File: config.mk
export PLATFORM = sky130hd
export DESIGN_NAME = multdiv_seq_unit
export DESIGN_NICKNAME = d
export VERILOG_FILES = /design/src/rtl/multdiv_seq_unit.sv
export SDC_FILE = /design/constraint.sdc
export NUM_CORES = 1
export LEC_CHECK = 0
export ABC_AREA = 1
export ABC_CLOCK_PERIOD_IN_PS = 7150
export BUFFER_PORTS_ARGS = -buffer_cell sky130_fd_sc_hd__buf_4
export CELL_PAD_IN_SITES_DETAIL_PLACEMENT = 0
export CELL_PAD_IN_SITES_GLOBAL_PLACEMENT = 2
export CORE_UTILIZATION = 34
export DETAILED_ROUTE_END_ITERATION = 10
export PLACE_DENSITY = 0.93
export SETUP_SLACK_MARGIN = 0.2
export SYNTH_ARGS = -nofsm -noshare
export SYNTH_HDL_FRONTEND = slang
export SYNTH_SLANG_ARGS = --single-unit
File: constraint.sdc
create_clock -name clock -period 7.15 [get_ports clock]
set_input_delay 0.3575 -clock clock [delete_from_list [all_inputs] [get_ports clock]]
set_output_delay 0.3575 -clock clock [all_outputs]
set_load 0.02 [all_outputs]
File: src/rtl/multdiv_seq_unit.sv
// multdiv_seq_unit
//   Sequential signed multiply/divide unit with a valid/ready handshake.
//   It accepts one op, iterates on operand magnitudes in the background and
//   holds the signed result until writeback acknowledges it.
//
//   Ports
//     clock, reset      rising-edge clock, asynchronous active-high reset
//     in_valid/in_ready op handshake; in_is_div, in_a, in_b, in_tag carry the op
//     kill              abandons an op in RUN or FIX
//     busy              op in flight (RUN or FIX)
//     out_valid/out_ack result handshake; out_result, out_exception,
//                       out_tag, out_is_div describe the held result
module multdiv_seq_unit #(
  parameter int WIDTH = 32,
  parameter int TAG_W = 5
) (
  input  logic             clock,
  input  logic             reset,
  input  logic             in_valid,
  output logic             in_ready,
  input  logic             in_is_div,
  input  logic [WIDTH-1:0] in_a,
  input  logic [WIDTH-1:0] in_b,
  input  logic [TAG_W-1:0] in_tag,
  input  logic             kill,
  output logic             busy,
  output logic             out_valid,
  input  logic             out_ack,
  output logic [WIDTH-1:0] out_result,
  output logic             out_exception,
  output logic [TAG_W-1:0] out_tag,
  output logic             out_is_div
);

  localparam int CNT_W = $clog2(WIDTH + 2);

  typedef enum logic [1:0] {IDLE, RUN, FIX, DONE} state_t;

  state_t               state_q, state_d;
  logic [CNT_W-1:0]     count_q;
  logic [WIDTH-1:0]     mag_a_q, mag_b_q;
  logic [2*WIDTH-1:0]   acc_q;
  logic                 neg_q, div_q, b_zero_q;
  logic [TAG_W-1:0]     tag_q;

  logic                 accept;
  logic [WIDTH-1:0]     a_mag, b_mag;
  logic [WIDTH:0]       mul_sum;
  logic [2*WIDTH-1:0]   mul_next;
  logic [2*WIDTH-1:0]   div_shift;
  logic [WIDTH-1:0]     div_hi;
  logic [2*WIDTH-1:0]   div_next;
  logic [2*WIDTH-1:0]   prod_s;
  logic [WIDTH-1:0]     quot_s;
  logic                 mul_exc, div_exc;

  assign in_ready  = (state_q == IDLE) | ((state_q == DONE) & out_ack);
  assign accept    = in_valid & in_ready & ~kill;
  assign busy      = (state_q == RUN) | (state_q == FIX);
  assign out_valid = (state_q == DONE);

  // Magnitudes are unsigned, so the most negative value maps to 2^(WIDTH-1)
  // without overflow.
  assign a_mag = in_a[WIDTH-1] ? (WIDTH'(0) - in_a) : in_a;
  assign b_mag = in_b[WIDTH-1] ? (WIDTH'(0) - in_b) : in_b;

  // Multiply step: conditionally add the multiplicand into the upper half,
  // then shift right; the carry moves into the top bit.
  assign mul_sum  = {1'b0, acc_q[2*WIDTH-1:WIDTH]} +
                    (acc_q[0] ? {1'b0, mag_a_q} : {(WIDTH+1){1'b0}});
  assign mul_next = {mul_sum, acc_q[WIDTH-1:1]};

  // Restoring divide step. The partial remainder stays below the divisor
  // magnitude (at most 2^(WIDTH-1)), so after the shift it still fits in
  // WIDTH bits.
  assign div_shift = {acc_q[2*WIDTH-2:0], 1'b0};
  assign div_hi    = div_shift[2*WIDTH-1:WIDTH];
  assign div_next  = (div_hi >= mag_b_q) ?
                     {div_hi - mag_b_q, div_shift[WIDTH-1:1], 1'b1} : div_shift;

  // Sign fix-up and exception detection used in FIX
  assign prod_s  = neg_q ? ((2*WIDTH)'(0) - acc_q) : acc_q;
  assign mul_exc = ~((&prod_s[2*WIDTH-1:WIDTH-1]) | ~(|prod_s[2*WIDTH-1:WIDTH-1]));
  assign quot_s  = neg_q ? (WIDTH'(0) - acc_q[WIDTH-1:0]) : acc_q[WIDTH-1:0];
  assign div_exc = b_zero_q | (~neg_q & acc_q[WIDTH-1]);

  always_ff @(posedge clock or posedge reset) begin
    if (reset) state_q <= IDLE;
    else       state_q <= state_d;
  end

  // RUN spends its first cycle priming the accumulator from the latched
  // magnitudes, then does WIDTH iterations. This gives the fixed accept-to-valid
  // latency of WIDTH+2 edges.
  always_comb begin
    state_d = state_q;
    case (state_q)
      IDLE: if (accept) state_d = RUN;
      RUN: begin
        if (kill)                           state_d = IDLE;
        else if (count_q == CNT_W'(WIDTH))  state_d = FIX;
      end
      FIX:  state_d = kill ? IDLE : DONE;
      DONE: if (out_ack) state_d = accept ? RUN : IDLE;
      default: state_d = IDLE;
    endcase
  end

  always_ff @(posedge clock or posedge reset) begin
    if (reset) begin
      count_q       <= '0;
      mag_a_q       <= '0;
      mag_b_q       <= '0;
      acc_q         <= '0;
      neg_q         <= 1'b0;
      div_q         <= 1'b0;
      b_zero_q      <= 1'b0;
      tag_q         <= '0;
      out_result    <= '0;
      out_exception <= 1'b0;
      out_tag       <= '0;
      out_is_div    <= 1'b0;
    end else begin
      if (accept) begin
        mag_a_q  <= a_mag;
        mag_b_q  <= b_mag;
        neg_q    <= in_a[WIDTH-1] ^ in_b[WIDTH-1];
        div_q    <= in_is_div;
        b_zero_q <= (in_b == '0);
        tag_q    <= in_tag;
        count_q  <= '0;
      end else if ((state_q == RUN) && !kill) begin
        if (count_q == '0)
          acc_q <= div_q ? {{WIDTH{1'b0}}, mag_a_q} : {{WIDTH{1'b0}}, mag_b_q};
        else
          acc_q <= div_q ? div_next : mul_next;
        count_q <= count_q + 1'b1;
      end else if ((state_q == FIX) && !kill) begin
        out_tag    <= tag_q;
        out_is_div <= div_q;
        if (div_q) begin
          out_result    <= b_zero_q ? '0 : quot_s;
          out_exception <= div_exc;
        end else begin
          out_result    <= prod_s[WIDTH-1:0];
          out_exception <= mul_exc;
        end
      end
    end
  end

endmodule
==> results of run 1 <==
## layer usage
layer	GRT usage	vias up	routed length, µm
met5	0	-	13
met1	0.4132	8276	32080
met4	0.1172	2	2686
met2	0.4218	715	28820
li1	-	8473	-
met3	0.04385	109	5038
## per-stage QoR
step	util	power, mW	hold WS, ns	area, µm²	worst slack (ns)
after floorplan	-	5.860	0.4526	16210	1.820
after global placement	0.3766	8.038	0.4697	17610	3.816
after detailed placement	0.3766	8.016	0.4748	17610	3.824
after CTS	0.3892	9.016	0.05223	18200	3.788
after global routing	0.3892	9.816	0.07052	18200	3.496
final	0.3893	9.149	0.05297	18200	3.685
## critical path, delay by kind of cell, from the launching register on
| family | cells | cell delay [ns] |
|---|---|---|
| flops | 1 | 0.38 |
| buf+inv | 6 | 1.60 |
| simple gates | 4 | 0.59 |
| compound gates | 4 | 0.48 |
| fa+ha+maj | 1 | 0.23 |
## sequential cells by signal (all words and copies together) (netlist names)
signal	count
out_result	32
tag_q	5
out_exception	1
out_tag	5
mag_b_q	32
out_is_div	1
mag_a_q	32
b_zero_q	1
div_q	1
neg_q	1
acc_q	64
count_q	6
state_q	2
## worst max path at each step
stage               startpoint   endpoint  slack [ns]  cells after the start
floorplan                reset   acc_q[0]        1.82                      1
global placement      acc_q[0]  acc_q[55]        3.82                     15
detailed placement  state_q[0]  acc_q[44]        3.82                     15
CTS                 state_q[0]  acc_q[44]        3.79                     15
global route        state_q[1]  acc_q[42]        3.50                     15
finish              state_q[0]  acc_q[44]        3.68                     15
## layout by cell type, fill, tap and decap left out, types with 4 or more instances in the layout
master / count
nand2_1: 671
nor2_1: 295
inv_1: 275
o21ai_0: 253
dfrtp_1: 181
a21oi_1: 175
buf_4: 130
nand3_1: 129
ha_1: 74
xor2_1: 59
nand4_1: 57
a31oi_1: 29
xnor2_1: 23
nor3_1: 22
o21ai_1: 20
clkbuf_16: 17
nor4_1: 11
nor2_2: 10
nand3b_1: 10
a211oi_1: 10
or2_2: 9
nand2_2: 9
inv_2: 8
o22ai_1: 8
o21bai_1: 8
a21o_1: 8
nand3_2: 7
nor3_2: 6
o31ai_1: 6
nor2_4: 5
nand2_4: 5
a22o_1: 5
o211ai_1: 5
o21ai_2: 4
inv_6: 4
## layout make-up
class | instances | area, µm²
clock inverters | 13 | 136.4
clock buffers | 19 | 452.9
well taps | 607 | 759.5
fillers | 5106 | 28550
multi-input cells | 1971 | 10200
diodes | 2 | 5.005
flip-flops and latches | 183 | 4582
inverters | 287 | 1092
repair buffers | 130 | 975.9
## cell families (layout without fill, tap and decap cells)
| family | after synthesis | after routing |
|---|---|---|
| other cells | 0 | 2 |
| xor+xnor | 82 | 82 |
| buf+inv | 367 | 449 |
| fa+ha+maj | 76 | 76 |
| compound gates | 552 | 552 |
| flops | 183 | 183 |
| simple gates | 1261 | 1261 |
## power groups by stage
stage	Combinational, mW	Sequential [mW]	Clock [mW]
3_5_place_dp	5.90	2.12	0
2_1_floorplan	3.91	1.95	0
4_1_cts	5.92	2.10	0.995
6_report	6.02	2.13	0.990
3_3_place_gp	5.94	2.10	0
5_1_grt	6.62	2.17	1.03
==> impl_metrics.json, run 1 <==
{
  "dp.cells": 3178,
  "synth-compound-area-share": 0.1880,
  "nets": 2741,
  "grt_pass1_wl_mm": 102.6,
  "required_ns": 7.54,
  "synth_cell_types": 65,
  "grt_pass1_vias": 16380,
  "stdcell_count": 3212,
  "arrival_ns": 3.85,
  "synth_common_cells": "671 x nand2_1, 295 x nor2_1, 277 x inv_1",
  "cts_buffers": 17,
  "syn_inst": 2521,
  "async_flop_share": 1.000,
  "postCtsSetupBuffers": 0,
  "setup-violations-final": 0,
  "leakagePower_nw": 8.939,
  "synth.most_common_cell": "nand2_1",
  "cts_buffer_depth": 2,
  "synth_xor_area_frac": 0.04431,
  "avgSynthCellArea_um2": 6.430,
  "sw_frac_of_total": 0.5824,
  "grt.total_usage": 0.2862,
  "drc": 6,
  "drv_slew": 0,
  "drt_pass1_iterations": 9,
  "clk_pin_slew_ns": 0.08,
  "die_x_um": 220.3,
  "ant_nets": 0,
  "num_rows": 79,
  "drt_iter0_drc": 1906,
  "fp.dieH_um": 220.3,
  "reg2reg_slack_ns": 3.68,
  "drive_above_1_share": 0.09451,
  "timing.final.crit_share": 0.4847,
  "yosysSeqAreaShare": 0.2825,
  "internal_power_mw": 3.821,
  "area_delta_synth_final_pct": 12.29,
  "synth-warning-count": 0,
  "regToRegStartpoint": "state_q[0]",
  "slew_headroom": 0.3762,
  "gp_congestion": 1.019,
  "outcome": "complete, but fails checks",
  "place_hpwl_mm": 55.37,
  "worst_pin_slew_ns": 0.9357,
  "p_comb_frac": 0.659,
  "synthesis.area_um2": 16210,
  "synth.largest_area_cell": "dfrtp_1",
  "path_max_fanout": 64,
  "antenna_found_initial": 3,
  "synth_top_family_by_area": "simple AND/OR/NAND/NOR gates",
  "synthMuxAreaShare": 0,
  "pwr-share-clk": 0.108,
  "synth_top_area_share": 0.2825,
  "violations": "design-rule violations",
  "grt_max_degree": 123,
  "synth_ff_type": "dfrtp_1",
  "pwr-share-seq": 0.233,
  "hold_viol": 0,
  "synth_nets": 2672,
  "reg2regPathDepth": 15,
  "maxCapViolCount": 0,
  "r2r-end": "acc_q[44]",
  "ir_worst_vdd_uv": 238.8,
  "synth_edf_count": 0,
  "end_kind": "flip-flop",
  "finalCriticalPeriod_ns": 3.465,
  "initial_core_util": 0.3467,
  "ctsHoldBuffers": 0,
  "max_freq_ghz": 0.2886,
  "io_buffers": 116,
  "clock_sinks": 183,
  "cts-resized-gates": 0,
  "vias": 17580,
  "core_region_area_um2": 46750,
  "synth_seq_cells": 183,
  "cts-root-buf": "clkbuf_16",
  "synth_fa_ha_area_frac": 0.05959,
  "cts_tree": "done",
  "grt_setup_unrepaired": "false",
  "clock_latency_ns": 0.48,
  "slowest_stage": "buf_4",
  "crit_path_cell_trace": "inv_1 -> ha_1 -> inv_1 -> o21ai_1 -> nand3_4 -> inv_2 -> nor2_4 -> buf_4 -> inv_2 -> nor2_2 -> buf_4 -> o21ai_0 -> a21oi_1 -> nand2_1 -> o21ai_1",
  "ios": 117,
  "skew_ns": 0.01551,
  "tns_ns": 0,
  "detail_route.wirelength_mm": 68.63,
  "cts_max_level": 4,
  "wl_per_cell_um": 21.37,
  "min_path_type": "input port to async pin",
  "die_area_um2": 48550,
  "overflow": 0,
  "slowest_delay_ns": 0.54,
  "netlist_top_cells_area": "dfrtp_1 28%, nand2_1 16%, o21ai_0 7.8%, nor2_1 6.8%, inv_1 6.4%",
  "powerDensity_nw_per_um2": 502.7,
  "crit_type": "flip-flop to flip-flop",
  "critPathLaunchType": "flip-flop",
  "switchingPower_mw": 5.328,
  "viasPerCell": 5.472,
  "yosys.area_share.simple": 0.3367
}
(Power assumes the default switching activity.)
==> run 2, diff against run 1 <==
--- a/config.mk
+++ b/config.mk
@@ -6,13 +6,13 @@
 export NUM_CORES = 1
 export LEC_CHECK = 0
 export ABC_AREA = 1
-export ABC_CLOCK_PERIOD_IN_PS = 7150
+export ABC_CLOCK_PERIOD_IN_PS = 3000
 export BUFFER_PORTS_ARGS = -buffer_cell sky130_fd_sc_hd__buf_4
 export CELL_PAD_IN_SITES_DETAIL_PLACEMENT = 0
 export CELL_PAD_IN_SITES_GLOBAL_PLACEMENT = 2
-export CORE_UTILIZATION = 34
+export CORE_UTILIZATION = 31
 export DETAILED_ROUTE_END_ITERATION = 10
-export PLACE_DENSITY = 0.93
+export PLACE_DENSITY = 0.9
 export SETUP_SLACK_MARGIN = 0.2
 export SYNTH_ARGS = -nofsm -noshare
 export SYNTH_HDL_FRONTEND = slang
==> constraint.sdc (replaced) <==
create_clock -name clock -period 3 [get_ports clock]
set_input_delay 0.15 -clock clock [delete_from_list [all_inputs] [get_ports clock]]
set_output_delay 0.15 -clock clock [all_outputs]
set_load 0.02 [all_outputs]
==> run 2 against run 1 <==
The flow now finishes without violations; routed wire length rose by 1.8%; non-clock buffer count is 81 higher; total power is 150% higher; critical path depth shrank 2; flip-flop and latch count is the same; sequential share of layout area shrank 1.5 points; clock power is 140% higher; highest routed layer is now met4; core utilization fell by 1.3 points.
==> impl_metrics.json, run 2 (synthesis gave the netlist of run 1 again) <==
{
  "powerDensity_nw_per_um2": 1177,
  "initial_core_util": 0.3147,
  "min_path_type": "input port to flip-flop",
  "sw_frac_of_total": 0.5652,
  "tns_ns": 0,
  "die_area_um2": 53210,
  "grt_max_degree": 146,
  "grt_setup_unrepaired": "true",
  "timing.final.crit_share": 0.9123,
  "cts_buffers": 17,
  "grt_pass1_vias": 16880,
  "ir_worst_vdd_uv": 628.1,
  "num_rows": 83,
  "largest-register": "acc_q",
  "crit_type": "flip-flop to flip-flop",
  "required_ns": 3.31,
  "multi_input_area_um2": 10480,
  "switchingPower_mw": 12.87,
  "critPathLaunchType": "flip-flop",
  "place_ws_ns": 0.02557,
  "grt_pass1_wl_mm": 104.0,
  "final_common_cell": "nand2_1",
  "die_x_um": 230.7,
  "ios": 117,
  "arrival_ns": 3.04,
  "viasPerCell": 5.331,
  "cts_buffer_depth": 2,
  "drive_above_1_share": 0.1386,
  "crit_start": "acc_q[49]",
  "clk_pin_slew_ns": 0.09,
  "setup-violations-final": 0,
  "cts_max_level": 4,
  "outcome": "complete, no violations",
  "cts-root-buf": "clkbuf_16",
  "overflow": 0,
  "clock_latency_ns": 0.47,
  "clock_sinks": 183,
  "end_kind": "flip-flop",
  "layout_setup_ws_ns": 0.2630,
  "wl_per_cell_um": 20.76,
  "detail_route.wirelength_mm": 69.87,
  "max_freq_ghz": 0.3654,
  "nets": 2822,
  "ff_latch_area_um2": 4592,
  "cts_tree": "done",
  "place_hpwl_mm": 56.55,
  "io_buffers": 116,
  "p_comb_frac": 0.674,
  "gp_congestion": 1.024,
  "vias": 17940,
  "leakagePower_nw": 9.372,
  "core_region_area_um2": 51510,
  "antenna_found_initial": 1,
  "pwr-share-seq": 0.220,
  "drc": 0,
  "maxCapViolCount": 0,
  "skew_ns": 0.01290,
  "layout_common_cells": "666 x nand2_1, 293 x nor2_1, 272 x inv_1",
  "drv_slew": 0,
  "worst_pin_slew_ns": 0.9081,
  "area_delta_synth_final_pct": 19.43,
  "ant_nets": 0,
  "fp.dieH_um": 230.7,
  "drt_iter0_drc": 1939,
  "fillers": 5634,
  "hold_viol": 0,
  "internal_power_mw": 9.905,
  "slew_headroom": 0.3946,
  "pwr-share-clk": 0.105,
  "path_max_fanout": 16,
  "finalCriticalPeriod_ns": 2.737,
  "regToRegStartpoint": "acc_q[49]",
  "largest_reg_flops": 64,
  "min_from": "in_b[11]",
  "drt_pass1_iterations": 6,
  "grt.total_usage": 0.2599
}
## run 2: cell count changes in the layout (fill, tap and decap cells not counted), sizes merged
| cell | previous run | this run |
|---|---|---|
| clkinv | 8 | 6 |
| dlygate4sd3 | 0 | 14 |
| clkinvlp | 0 | 1 |
| buf | 130 | 196 |
| inv | 291 | 293 |
## run 2: metal layers
layer | up-vias | routed length, µm | GRT usage
met4 | 0 | 2684 | 0.09830
met1 | 8512 | 31760 | 0.3707
met3 | 111 | 5552 | 0.04064
met5 | - | 0 | 0
li1 | 8638 | - | -
met2 | 683 | 29880 | 0.3914
## run 2: cell type report
class | count | share of cell area
tap | 680 | 0.04395
timing repair buffer | 211 | 0.08926
inverter | 287 | 0.05649
antenna | 2 | 0.0002585
clock inverter | 14 | 0.009243
sequential | 183 | 0.2372
multi-input combinational | 1971 | 0.5414
clock buffer | 18 | 0.02217
## run 2: timing repair
action	4_1_cts	5_1_grt
hold buffers	14	0
buffers inserted	4	4
pin swaps	2	9
hold endpoints to repair	68	0
endpoints found under the setup margin	28	36
gates resized for setup	4	71
cloned	0	1
## run 2: path summary, 6_finish.rpt
path | cells past startpoint | slack [ns] | to
max in group asynchronous | 4 | 1.83 | mag_b_q[28]
min | 3 | 0.009 | mag_b_q[11]
min in group asynchronous | 4 | 0.40 | out_result[7]
max | 13 | 0.26 | acc_q[36]
max reg2reg | 13 | 0.26 | acc_q[36]
min reg2reg | 2 | 0.49 | out_result[17]
## run 2: stage by stage
step           power [mW]  cell area, µm²  hold WS, ns  utilization  std cells
6_report            22.78           19360     0.008580       0.3758       3366
5_1_grt             24.47           19350      0.01928       0.3757       3364
4_1_cts             22.00           18990     0.006222       0.3687       3359
3_5_place_dp        19.47           18210       0.3569       0.3534       3309
3_3_place_gp        19.44           18210       0.3519       0.3534       3309
2_1_floorplan       13.97           16210       0.2451            -       2521
## run 2: worst max-delay path, stage by stage, from the launching register on
cell and delay, ns:
dfrtp_1 0.50, ha_1 0.39, nand2_1 0.13, inv_1 0.06, a21oi_2 0.19, o21ai_0 0.13
a21oi_1 0.17, a21boi_4 0.23, nand2_4 0.11, nor2_4 0.18, buf_12 0.18, nand2_1 0.07
o211ai_1 0.08, o21ai_0 0.12
## run 2: power by group through the flow
stage	logic (mW)	registers, mW	clock network [mW]
floorplan	9.33	4.64	0
global placement	14.5	4.99	0
detailed placement	14.5	5.00	0
CTS	14.6	4.95	2.42
global route	16.9	5.10	2.51
finish	15.4	5.02	2.40
==> run 3, diff against run 2 <==
--- a/config.mk
+++ b/config.mk
@@ -6,13 +6,13 @@
 export NUM_CORES = 1
 export LEC_CHECK = 0
 export ABC_AREA = 1
-export ABC_CLOCK_PERIOD_IN_PS = 3000
+export ABC_CLOCK_PERIOD_IN_PS = 2600
 export BUFFER_PORTS_ARGS = -buffer_cell sky130_fd_sc_hd__buf_4
 export CELL_PAD_IN_SITES_DETAIL_PLACEMENT = 0
 export CELL_PAD_IN_SITES_GLOBAL_PLACEMENT = 2
-export CORE_UTILIZATION = 31
+export CORE_UTILIZATION = 34
 export DETAILED_ROUTE_END_ITERATION = 10
-export PLACE_DENSITY = 0.9
+export PLACE_DENSITY = 0.93
 export SETUP_SLACK_MARGIN = 0.2
 export SYNTH_ARGS = -nofsm -noshare
 export SYNTH_HDL_FRONTEND = slang
==> constraint.sdc (replaced) <==
create_clock -name clock -period 2.6 [get_ports clock]
set_input_delay 0.13 -clock clock [delete_from_list [all_inputs] [get_ports clock]]
set_output_delay 0.13 -clock clock [all_outputs]
set_load 0.02 [all_outputs]
==> run 3 against run 2 <==
Register-to-register slack worse by 0.28 ns; final cell count is 5.6% higher; highest routed layer is now met5; count of clock-buffer cells in the layout stayed put; the run now ends with design-rule violations, negative setup slack left; non-clock buffer count is 264 higher; sequential share of layout area is 3.4 points lower; via count is 7.1% higher; clock power is 18% higher; total power is 38% higher; hold slack worse by 0.0033 ns; largest power group unchanged; maximum frequency is 4.7% higher.
==> impl_metrics.json, run 3 (synthesis gave the netlist of run 1 again) <==
{
  "outcome": "complete, but fails checks",
  "violations": "design-rule violations, negative setup slack",
  "clock_sinks": 183,
  "tns_ns": -0.01784,
  "clk_pin_slew_ns": 0.09,
  "drc": 4,
  "die_x_um": 220.3,
  "vias": 19220,
  "regToRegStartpoint": "acc_q[0]",
  "antenna_found_initial": 4,
  "arrival_ns": 3.01,
  "worst_pin_slew_ns": 0.6705,
  "setup-violations-final": 2,
  "cts_buffers": 17,
  "pwr-share-seq": 0.174,
  "setup.worst_path.end": "acc_q[49]",
  "min_path_type": "input port to flip-flop",
  "powerDensity_nw_per_um2": 1392,
  "grt_setup_unrepaired": "true",
  "clock_latency_ns": 0.48,
  "ir_worst_vdd_uv": 690.7,
  "num_rows": 79,
  "largest-register": "acc_q",
  "drt_pass1_iterations": 8,
  "cts_max_level": 4,
  "p_comb_frac": 0.736,
  "cts_tree": "done",
  "core_region_area_um2": 46750,
  "end_kind": "flip-flop",
  "skew_ns": 0.01604,
  "die_area_um2": 48550,
  "fp.dieH_um": 220.3,
  "crit_type": "flip-flop to flip-flop",
  "viasPerCell": 5.404,
  "overflow": 0,
  "design_area_um2": 22610,
  "drv_slew": 0,
  "area_delta_synth_final_pct": 39.47,
  "ant_nets": 0,
  "detail_route.wirelength_mm": 72.87,
  "grt_max_degree": 107,
  "critPathLaunchType": "flip-flop",
  "gp_congestion": 1.019,
  "cts_buffer_depth": 2,
  "reg2reg_slack_ns": -0.01,
  "fin_util": 0.4836,
  "path_max_fanout": 8,
  "layout_setup_ws_ns": -0.01386,
  "r2r-end": "acc_q[49]",
  "cts-root-buf": "clkbuf_16",
  "leakagePower_nw": 10.81,
  "timing.final.crit_share": 1.005,
  "wl_per_cell_um": 20.49,
  "slew_headroom": 0.5521,
  "largest_reg_flops": 64,
  "placed_cell_area_um2": 19480,
  "hold_viol": 0,
  "grt.total_usage": 0.3015,
  "max_freq_ghz": 0.3826,
  "initial_core_util": 0.3467,
  "crit_start": "acc_q[0]",
  "ios": 117,
  "drive_above_1_share": 0.2781,
  "internal_power_mw": 14.80,
  "finalCriticalPeriod_ns": 2.614,
  "layout_common_cells": "618 x nand2_1, 399 x buf_4, 274 x nor2_1",
  "io_buffers": 116,
  "maxCapViolCount": 0,
  "pwr-share-clk": 0.090,
  "drt_iter0_drc": 2005,
  "grt_pass1_vias": 18370,
  "nets": 3087,
  "reg2regPathDepth": 18,
  "sw_frac_of_total": 0.5297,
  "grt_pass1_wl_mm": 109.4,
  "final_common_cell": "nand2_1",
  "switchingPower_mw": 16.67,
  "place_hpwl_mm": 57.55,
  "required_ns": 3.00,
  "diodes": 0,
  "fillers": 4687
}
run 3: metrics by stage:
step                hold WS (ns)  cells  power (mW)  setup WS (ns)
floorplan                 0.2251   2521       16.15         0.1195
global placement          0.2566   3412       24.49        -0.1666
detailed placement        0.2615   3412       24.62        -0.1896
CTS                    0.0005334   3522       29.48       -0.01599
global route           0.0001919   3556       33.60        -0.1262
finish                  0.005233   3556       31.48       -0.01386
run 3: per-layer routing:
layer	GRT usage	share of wire	wire (µm)
met1	0.4166	0.44	32320
met3	0.05196	0.076	5549
met4	0.1248	0.044	3222
met5	0	0.00066	48
met2	0.4621	0.44	31740
run 3: timing repair:
item | CTS | global route
resized for setup | 178 | 197
cloned | 5 | 0
pin swaps | 41 | 57
endpoints found under the setup margin | 41 | 69
buffers inserted | 31 | 34
endpoints found under the hold margin | 61 | 0
hold buffers | 42 | 0
run 3: how the worst min path moves through the flow:
stage | endpoint | slack [ns] | cells past startpoint | from
after floorplan | mag_a_q[30] | 0.23 | 1 | in_a[30]
after global placement | out_result[1] | 0.26 | 2 | reset
after detailed placement | out_result[1] | 0.26 | 2 | reset
after CTS | mag_b_q[15] | 0.0005 | 3 | in_b[15]
after global routing | mag_b_q[4] | 0.0002 | 3 | in_b[4]
final | mag_b_q[15] | 0.005 | 3 | in_b[15]
run 3: cell type report:
type,instances,area (µm²),area share
multi-input cells,1971,11560,0.5114
flip-flops and latches,183,4602,0.2036
repair buffers,475,3948,0.1746
inverters,287,1116,0.04937
well taps,607,759.5,0.03359
clock buffers,18,429.2,0.01898
clock inverters,14,185.2,0.008191
repair inverters,1,6.256,0.0002767
run 3: worst max-delay path: stages, from the launching register on:
cell     delay [ns]
dfrtp_2        0.47
buf_6          0.17
nand2_1        0.06
inv_1          0.08
ha_4           0.29
nand2_2        0.06
o21ai_4        0.26
nand2_1        0.10
nand2_2        0.11
a21oi_4        0.08
o21ai_4        0.22
nand2_2        0.09
nand2_2        0.08
nand2_1        0.05
nand3_1        0.08
nand2_2        0.07
a21oi_2        0.13
nand2_1        0.06
o21ai_1        0.06
run 3: power by group through the flow:
stage | logic (mW) | registers, mW | clock network, mW
floorplan | 10.8 | 5.35 | 0
global placement | 19.1 | 5.37 | 0
detailed placement | 19.2 | 5.41 | 0
CTS | 21.2 | 5.41 | 2.87
global route | 25.0 | 5.60 | 2.98
finish | 23.2 | 5.48 | 2.84
